## src/rtl/iir_pkg.sv

```systemverilog
// Shared definitions for the IIR datapath: sample width default and sample type.
package iir_pkg;

   localparam int DEF_DATA_W = 4;

   typedef logic signed [DEF_DATA_W-1:0] sample_t;

endpackage

```

## src/rtl/sample_fifo.sv

```systemverilog
// Small synchronous FIFO; head is the oldest entry, count is registered.
module sample_fifo
   import iir_pkg::*;
#(
   parameter int DATA_W = DEF_DATA_W,
   parameter int DEPTH  = 4
) (
   input  logic                       clk,
   input  logic                       rst,
   input  logic                       push,
   input  logic [DATA_W-1:0]          wr_data,
   input  logic                       pop,
   output logic                       full,
   output logic                       empty,
   output logic [$clog2(DEPTH+1)-1:0] count,
   output logic [DATA_W-1:0]          head
);

   localparam int PTR_W = $clog2(DEPTH);
   localparam int CNT_W = $clog2(DEPTH+1);

   logic [DATA_W-1:0] mem_q [DEPTH];
   logic [PTR_W-1:0]  wr_ptr_q, wr_ptr_d;
   logic [PTR_W-1:0]  rd_ptr_q, rd_ptr_d;
   logic [CNT_W-1:0]  count_q, count_d;
   logic              push_ok, pop_ok;

   assign full    = (count_q == CNT_W'(DEPTH));
   assign empty   = (count_q == '0);
   assign count   = count_q;
   assign head    = mem_q[rd_ptr_q];
   assign push_ok = push && !full;
   assign pop_ok  = pop && !empty;

   // pointers wrap for free since DEPTH is a power of two
   always_comb begin
      wr_ptr_d = wr_ptr_q;
      rd_ptr_d = rd_ptr_q;
      count_d  = count_q;
      if (push_ok) wr_ptr_d = wr_ptr_q + PTR_W'(1);
      if (pop_ok)  rd_ptr_d = rd_ptr_q + PTR_W'(1);
      case ({push_ok, pop_ok})
         2'b10:   count_d = count_q + CNT_W'(1);
         2'b01:   count_d = count_q - CNT_W'(1);
         default: count_d = count_q;
      endcase
   end

   always_ff @(posedge clk or negedge rst) begin
      if (!rst) begin
         wr_ptr_q <= '0;
         rd_ptr_q <= '0;
         count_q  <= '0;
      end else begin
         wr_ptr_q <= wr_ptr_d;
         rd_ptr_q <= rd_ptr_d;
         count_q  <= count_d;
      end
   end

   always_ff @(posedge clk) begin
      if (push_ok) mem_q[wr_ptr_q] <= wr_data;
   end

endmodule

```

## src/rtl/iir_sample_feeder.sv

```systemverilog
// Feeds buffered samples to the IIR filter at a fixed cadence and applies
// coefficient updates only on sample boundaries.
module iir_sample_feeder
   import iir_pkg::*;
#(
   parameter int DATA_W     = DEF_DATA_W,
   parameter int DEPTH      = 4,
   parameter int SAMPLE_DIV = 4
) (
   input  logic                       clk,
   input  logic                       rst,
   input  logic [DATA_W-1:0]          in_data,
   input  logic                       in_valid,
   output logic                       in_ready,
   input  logic [DATA_W-1:0]          coef_in,
   input  logic                       coef_load,
   input  logic                       clr_underrun,
   output logic [DATA_W-1:0]          x_out,
   output logic [DATA_W-1:0]          a_out,
   output logic                       x_strobe,
   output logic                       underrun,
   output logic [$clog2(DEPTH+1)-1:0] fill_level
);

   localparam int DIV_W = (SAMPLE_DIV > 1) ? $clog2(SAMPLE_DIV) : 1;
   localparam logic [DIV_W-1:0] DIV_LAST = DIV_W'(SAMPLE_DIV-1);

   logic [DIV_W-1:0]  div_q, div_d;
   logic [DATA_W-1:0] x_out_q, x_out_d;
   logic [DATA_W-1:0] a_out_q, a_out_d;
   logic [DATA_W-1:0] shadow_q, shadow_d;
   logic              pending_q, pending_d;
   logic              x_strobe_q, x_strobe_d;
   logic              underrun_q, underrun_d;
   logic              tick, full, empty, push, pop;
   logic [DATA_W-1:0] head;

   assign tick     = (div_q == DIV_LAST);
   assign push     = in_valid && !full;
   assign pop      = tick && !empty;
   assign in_ready = !full;

   sample_fifo #(
      .DATA_W (DATA_W),
      .DEPTH  (DEPTH)
   ) u_fifo (
      .clk     (clk),
      .rst     (rst),
      .push    (push),
      .wr_data (in_data),
      .pop     (pop),
      .full    (full),
      .empty   (empty),
      .count   (fill_level),
      .head    (head)
   );

   // an empty tick still strobes a zero so the filter keeps its cadence
   always_comb begin
      div_d      = tick ? '0 : div_q + DIV_W'(1);
      x_strobe_d = tick;
      x_out_d    = x_out_q;
      underrun_d = underrun_q;
      if (tick) x_out_d = empty ? '0 : head;
      if (tick && empty)  underrun_d = 1'b1;
      else if (clr_underrun) underrun_d = 1'b0;
   end

   // a load on a tick cycle lands in the shadow after this tick consumed the old one
   always_comb begin
      a_out_d   = a_out_q;
      shadow_d  = shadow_q;
      pending_d = pending_q;
      if (tick && pending_q) begin
         a_out_d   = shadow_q;
         pending_d = 1'b0;
      end
      if (coef_load) begin
         shadow_d  = coef_in;
         pending_d = 1'b1;
      end
   end

   always_ff @(posedge clk or negedge rst) begin
      if (!rst) begin
         div_q      <= '0;
         x_out_q    <= '0;
         a_out_q    <= '0;
         shadow_q   <= '0;
         pending_q  <= 1'b0;
         x_strobe_q <= 1'b0;
         underrun_q <= 1'b0;
      end else begin
         div_q      <= div_d;
         x_out_q    <= x_out_d;
         a_out_q    <= a_out_d;
         shadow_q   <= shadow_d;
         pending_q  <= pending_d;
         x_strobe_q <= x_strobe_d;
         underrun_q <= underrun_d;
      end
   end

   assign x_out    = x_out_q;
   assign a_out    = a_out_q;
   assign x_strobe = x_strobe_q;
   assign underrun = underrun_q;

endmodule

```

## config.mk

```make
export PLATFORM = sky130hd
export DESIGN_NAME = iir_sample_feeder
export DESIGN_NICKNAME = d
export VERILOG_FILES = /design/src/rtl/iir_pkg.sv /design/src/rtl/sample_fifo.sv /design/src/rtl/iir_sample_feeder.sv
export SDC_FILE = /design/constraint.sdc
export NUM_CORES = 1
export LEC_CHECK = 0
export CORE_ASPECT_RATIO = 0.75
export CORE_MARGIN = 3
export CORE_UTILIZATION = 50
export DETAILED_ROUTE_END_ITERATION = 6
export GPL_TIMING_DRIVEN = 0
export MAX_ROUTING_LAYER = met4
export PLACE_DENSITY = 0.76
export SLEW_MARGIN = 20
export SYNTH_ARGS = -nofsm -noshare
export SYNTH_HDL_FRONTEND = slang
export SYNTH_SLANG_ARGS = --single-unit
```

## constraint.sdc

```tcl
create_clock -name clk -period 3 [get_ports clk]
set_input_delay 0.6 -clock clk [delete_from_list [all_inputs] [get_ports clk]]
set_output_delay 0.6 -clock clk [all_outputs]
set_load 0.005 [all_outputs]
```

---- Word level (Yosys, flattened, before mapping) ----
Memories as Yosys holds them, arrays and structs flattened.
Cells that the tools add are included.
word-level totals
  register bits after elaboration ......... 24
  input port bits ......................... 13
  bits in latches ......................... 0
  bits in read-only memories .............. 0
  memories ................................ 1
  memory bits (writable) .................. 16
memory list
  memory        depth  bits a word  read ports  clocked after memory_dff  wr ports  RTL line           text
  u_fifo.mem_q  4      4            1           0                         1         sample_fifo.sv:22  logic [DATA_W-1:0] mem_q [DEPTH];
operators by class
  muxes and demuxes ....................... 9
  div/mod/pow operators ................... 0
  add/sub/neg operators ................... 5
  equality and inequality tests ........... 4
  order comparisons ....................... 0
  shift-type cells ........................ 0
  bitwise gates (word level) .............. 0
  multipliers ............................. 0
  reductions and logical operators ........ 12
operator list
  operator                                                               count
  2-bit by 1-bit adder with 2-bit output, second input constant          3
  1-bit logical AND                                                      6
  1-bit two-way mux                                                      6
  3-bit one-hot mux with 2 select lines                                  1
  2-bit nonzero test                                                     3
  2-bit equality test, second input constant                             2
  4-bit two-way mux                                                      1
  3-bit by 1-bit adder with 3-bit output, second input constant          1
  3-bit equality test, second input constant                             1
  3-bit logical NOT                                                      1
  3-bit by 1-bit subtractor with 3-bit output, second input constant     1
  2-bit by 1-bit equality test with 1-bit output, second input constant  1
  1-bit logical NOT                                                      2
  2-bit two-way mux                                                      1

---- Longest topological paths before layout ----
  depth after elaboration ................. 6
  gate-level depth with buffers ........... 9
  depth with buffers taken out ............ 9

---- Modules after synthesis ----
A second synthesis with hierarchy kept.
second synthesis, totals
  cells, all modules ...................... 107
  area, all modules ....................... 1697.9 um^2
by module, submodules not included
  module             area each (um^2)  instances  cells each
  sample_fifo        1017.2            1          58
  iir_sample_feeder  680.7             1          49

---- Least setup slack after synthesis ----
Ideal clock, no wire load.
  kind .................................... flip-flop to flip-flop
  start point ............................. register u_fifo.count_q[0], in the netlist u_fifo.count[0]
  end point ............................... register u_fifo.count_q[2], in the netlist u_fifo.count[2]
  slack ................................... 0.888 ns
  arrival time ............................ 2.033 ns
  data required time ...................... 2.921 ns
  clock period less this slack ............ 2.112 ns
  cell stages (with the launch flop) ...... 10
  setup time .............................. 0.079 ns
  cell sequence ........................... dfrtp_1 or3b_4 and2_4 inv_1 ha_1 inv_1 fa_1 xor2_1 nor2_1 xor2_1
between the ends
  longest elaborated chain between the ends .. 6
  elaborated cells on any way between the ends .. 14
  those cells by class .................... add/sub (2); eq/ne (3); mux (1); reduce/logical (8)
ends and longest elaborated chain
  item                                                                                          RTL line                 text
  from (decl)                                                                                   sample_fifo.sv:25        logic [CNT_W-1:0] count_q, count_d;
  from (signal assigned)                                                                        sample_fifo.sv:57        count_q <= count_d;
  3-bit equality test *                                                                         sample_fifo.sv:28        assign full = (count_q == CNT_W'(DEPTH));
  1-bit logical NOT *                                                                           --
  named net in_ready                                                                            iir_sample_feeder.sv:14  output logic in_ready,
  1-bit logical AND                                                                             iir_sample_feeder.sv:39  assign push = in_valid && !full;
  1-bit logical AND *                                                                           sample_fifo.sv:32        assign push_ok = push && !full;
  2-bit by 1-bit equality test with 1-bit output / 2-bit equality test (equally long branches)  sample_fifo.sv:42        case ({push_ok, pop_ok})
  3-bit one-hot mux with 2 select lines / 2-bit nonzero test (equally long branches)            --
The timed path passes the listed nets; every way through them passes the cells marked *.
A chain may end at the register's enable or synchronous reset.

---- Worst setup path in the final report ----
  start point ............................. register u_fifo.count_q[0], in the netlist u_fifo.count[0]
  end point ............................... output in_ready
between the ends
  longest elaborated chain between the ends .. 2
ends and longest elaborated chain
  item                 RTL line                 text
  3-bit equality test  sample_fifo.sv:28
  1-bit logical NOT    iir_sample_feeder.sv:41  assign in_ready = !full;
  to (decl)            iir_sample_feeder.sv:14
Every way passes these cells.

==> summary.md <==
| Metric | Value |
|---|---|
| Max Clock Freq | `445.0 MHz` |
| Largest net degree at the start of global routing | `25` |
| Worst Path Required | `2.40 ns` |
| Post-route cell area | `between 1500 and 2000 um^2` |
| Avg WL per Cell | `14.71 um` |
| Crit. End Element | `output pin` |
| Setup TNS | `0 ns` |
| Num CTS Buffers | `5` |
| Die ar. | `3925 um^2` |
| Die height | `55.02 um` |
| Synth Instances | `94` |
| Initial Util | `0.5340` |
| Final hold vios | `0` |
| Fraction of layout instances using a drive strength above 1 | `0.2344` |
| Count of pins over their slew limit | `0` |
| #FFs+latches synth | `40` |
| Compound-Gate Fraction of Synth Area | `0.03828` |
| Die X | `71.35 um` |
| Vias in the first global route | `790` |
| Root Driver | `clkbuf_8` |
| Post-synthesis sequential area ratio | `0.6750` |
| Final ANT Viol Nets | `0` |
| Max Cap Viol | `0` |
| Dpl cells | `between 150 and 200` |
| FILL cells | `205` |
| Final Setup Violations | `0` |
| Area of the multi-input gates | `roughly 490 um^2` |
| Clock insertion delay at the later pin of the skew report | `0.29 ns` |
| P_leak | `0.8163 nW` |
| Critical path buffer and inverter count | `1` |
| Post-CTS sizing | `0` |
| H-tree levels | `2` |
| Yosys cell types | `23` |
| # IOs | `27` |
| Clock sinks | `40` |
| Rel. slew slack | `0.6409` |
| Worst ir drop on vdd | `0.4601 mV` |
| Drt initial violations | `41` |
| Hold/Removal Path Class | `input port to async pin` |
| Reg clk slew, reported paths | `0.08 ns` |
| Site row count | `17` |
| Worst-path fanout max | `6` |
| Vias | `861` |
| CTS tree | `done` |
| Crit path launch type | `flip-flop` |
| Core Box Area | `2999 um^2` |
| CP Cell Sequence | `or3b_4 > clkdlybuf4s50_1` |
| Synth Area in Simple Gates | `0.04453` |
| Most common cell after layout, fill and taps aside | `clkdlybuf4s50_1` |
| Final Critical Period | `2.247 ns` |
| Post-Synth XOR/XNOR Area | `0.03281` |
| Most frequent cells in the layout | `clkdlybuf4s50_1 (25), dfrtp_1 (24), edfxtp_1 (16)` |
| Pwr Total | `~0.0016 W` |
| DRT Wirelength | `roughly 2400 um` |
| Critical-path top delay cell | `clkdlybuf4s50_1` |
| Layout Skew | `approximately 0.0053 ns` |
| Setup Buffers After CTS | `0` |
| Least-Margin Pin Slew | `roughly 0.54 ns` |
| Crit path DAT | `1.65 ns` |
| Area grow syn2layout | `24.37%` |
| Cell Area, Placed | `1909 um^2` |
| Largest family of logic cells by synthesized area | `multiplexers` |
| DRC | `0` |
| Power per cell area | `around 810 nW/um^2` |
| Initial antenna violation count | `0` |
| Drt pass-1 iters | `4` |
| Multiplexer share of the synthesized area | `0.1281` |
| FF+latch area | `about 1100 um^2` |
| Worst Path Class, Setup | `flip-flop to output pin` |
| CP peak stage delay | `0.46 ns` |
| RePlAce Congestion | `~0.72` |
| Clock Tree Buf Depth | `2` |
| Nets | `147` |
| Adder-Cell Fraction of Synth Area | `0.05938` |
| YS warnings | `0` |
| Synthesized area | `1602 um^2` |
| Gr ovfl total | `0` |
| Outcome | `completed` |
| Port-buffer cells | `26` |
| Drt via density | `just over 5` |
| CP delay by family, top | `buffers and inverters` |
| DP Wirelength | `1791 um` |
| Global-route wire length before repair | `3753 um` |
| Final std cells w/o fill | `166` |
| Overall Global Routing Usage | `0.1400` |
| Final period util | `0.7491` |
| Syn_nets | `around 110` |
| Ant diodes | `0` |
| Hold buffer count at CTS | `0` |
| RSZ-0062 raised after global routing | `no` |
| Average size of a mapped cell | `17.04 um^2` |
registers in the layout (all words and copies together) (netlist names), 2 cells and up:
register / flops
x_out: 4
u_fifo.rd_ptr_q: 2
shadow_q: 4
u_fifo.wr_ptr_q: 2
a_out: 4
div_q: 2
u_fifo.mem_q: 16
u_fifo.count: 3
power by group:
| group | internal (W) | switching (W) |
|---|---|---|
| sequential | 0.000709 | 0.0000909 |
| clock | 0.000162 | 0.000181 |
| combinational | 0.000302 | 0.000179 |
| total | 0.00117 | 0.000451 |
final timing paths:
path / slack, ns / from / endpoint / cells after the start
setup / recovery: 0.75 / u_fifo.count[0] / in_ready / 2
hold / removal: 0.28 / rst / x_out[3] / 1
setup reg to reg: 0.76 / div_q[0] / u_fifo.count[2] / 9
hold reg to reg: 0.44 / div_q[0] / div_q[0] / 1
max in group asynchronous: 2.35 / rst / u_fifo.wr_ptr_q[0] / 1
min in group clk: 0.44 / div_q[0] / div_q[0] / 1
layer usage:
layer  track usage  vias to the layer above  wire length [um]  part of all wire
met1        0.1696                      431              1149              0.47
met4       0.07500                        0                48             0.020
li1              -                      405                 -                 -
met5             -                        -                 0                 0
met2        0.1966                       18              1095              0.45
met3       0.06498                        7               148             0.061
Yosys cell counts, drive strengths merged:
cell	number	area, um^2
fa	1	20.02
ha	6	75.07
nor2	2	7.510
buf	1	5.000
edfxtp	16	480.5
mux2i	1	10.01
and3	4	30.03
mux4	4	90.09
nand2	2	7.510
or3b	1	11.26
xor2	3	26.28
nand2b	1	6.260
xnor2	3	26.28
dfrtp	24	600.6
a22o	4	35.03
clkbuf	1	3.750
o41ai	1	8.760
o31a	1	10.01
and2	1	8.760
inv	7	26.28
mux2	9	105.1
a21o	1	7.510
final cells by class:
cell class,count,area share
clock inverter,3,0.009422
timing repair buffer,26,0.1281
clock buffer,5,0.03455
buffer,2,0.004397
tap,38,0.02387
multi-input combinational,45,0.2437
inverter,7,0.01319
sequential,40,0.5427
cells by family (layout without fill, tap and decap cells):
group	count (synthesis)	after routing
adders and majority gates	7	7
buffers and inverters	9	43
and+or+nand+nor	11	11
xor gates and xnor gates	6	6
DFF	40	40
AOI/OAI and AO/OA	7	7
muxes	14	14
worst register-to-register path: cells and delay by family, from the launching register on:
kind            cells  cell delay [ns]
compound gates      1             0.17
xor+xnor            2             0.30
fa+ha+maj           3             0.87
buf+inv             2             0.36
flops               1             0.36
simple gates        1             0.11
through the flow:
step | util | setup WS, ns | hold WS (ns)
finish | 0.6642 | 0.7528 | 0.2837
global route | 0.6642 | 0.6146 | 0.3026
CTS | 0.6658 | 0.7357 | 0.4478
floorplan | - | 0.8877 | 0.3044
detailed placement | 0.6366 | 0.6013 | 0.4383
global placement | 0.6366 | 0.6326 | 0.4190
No activity file was read; power rests on OpenSTA's default activity.
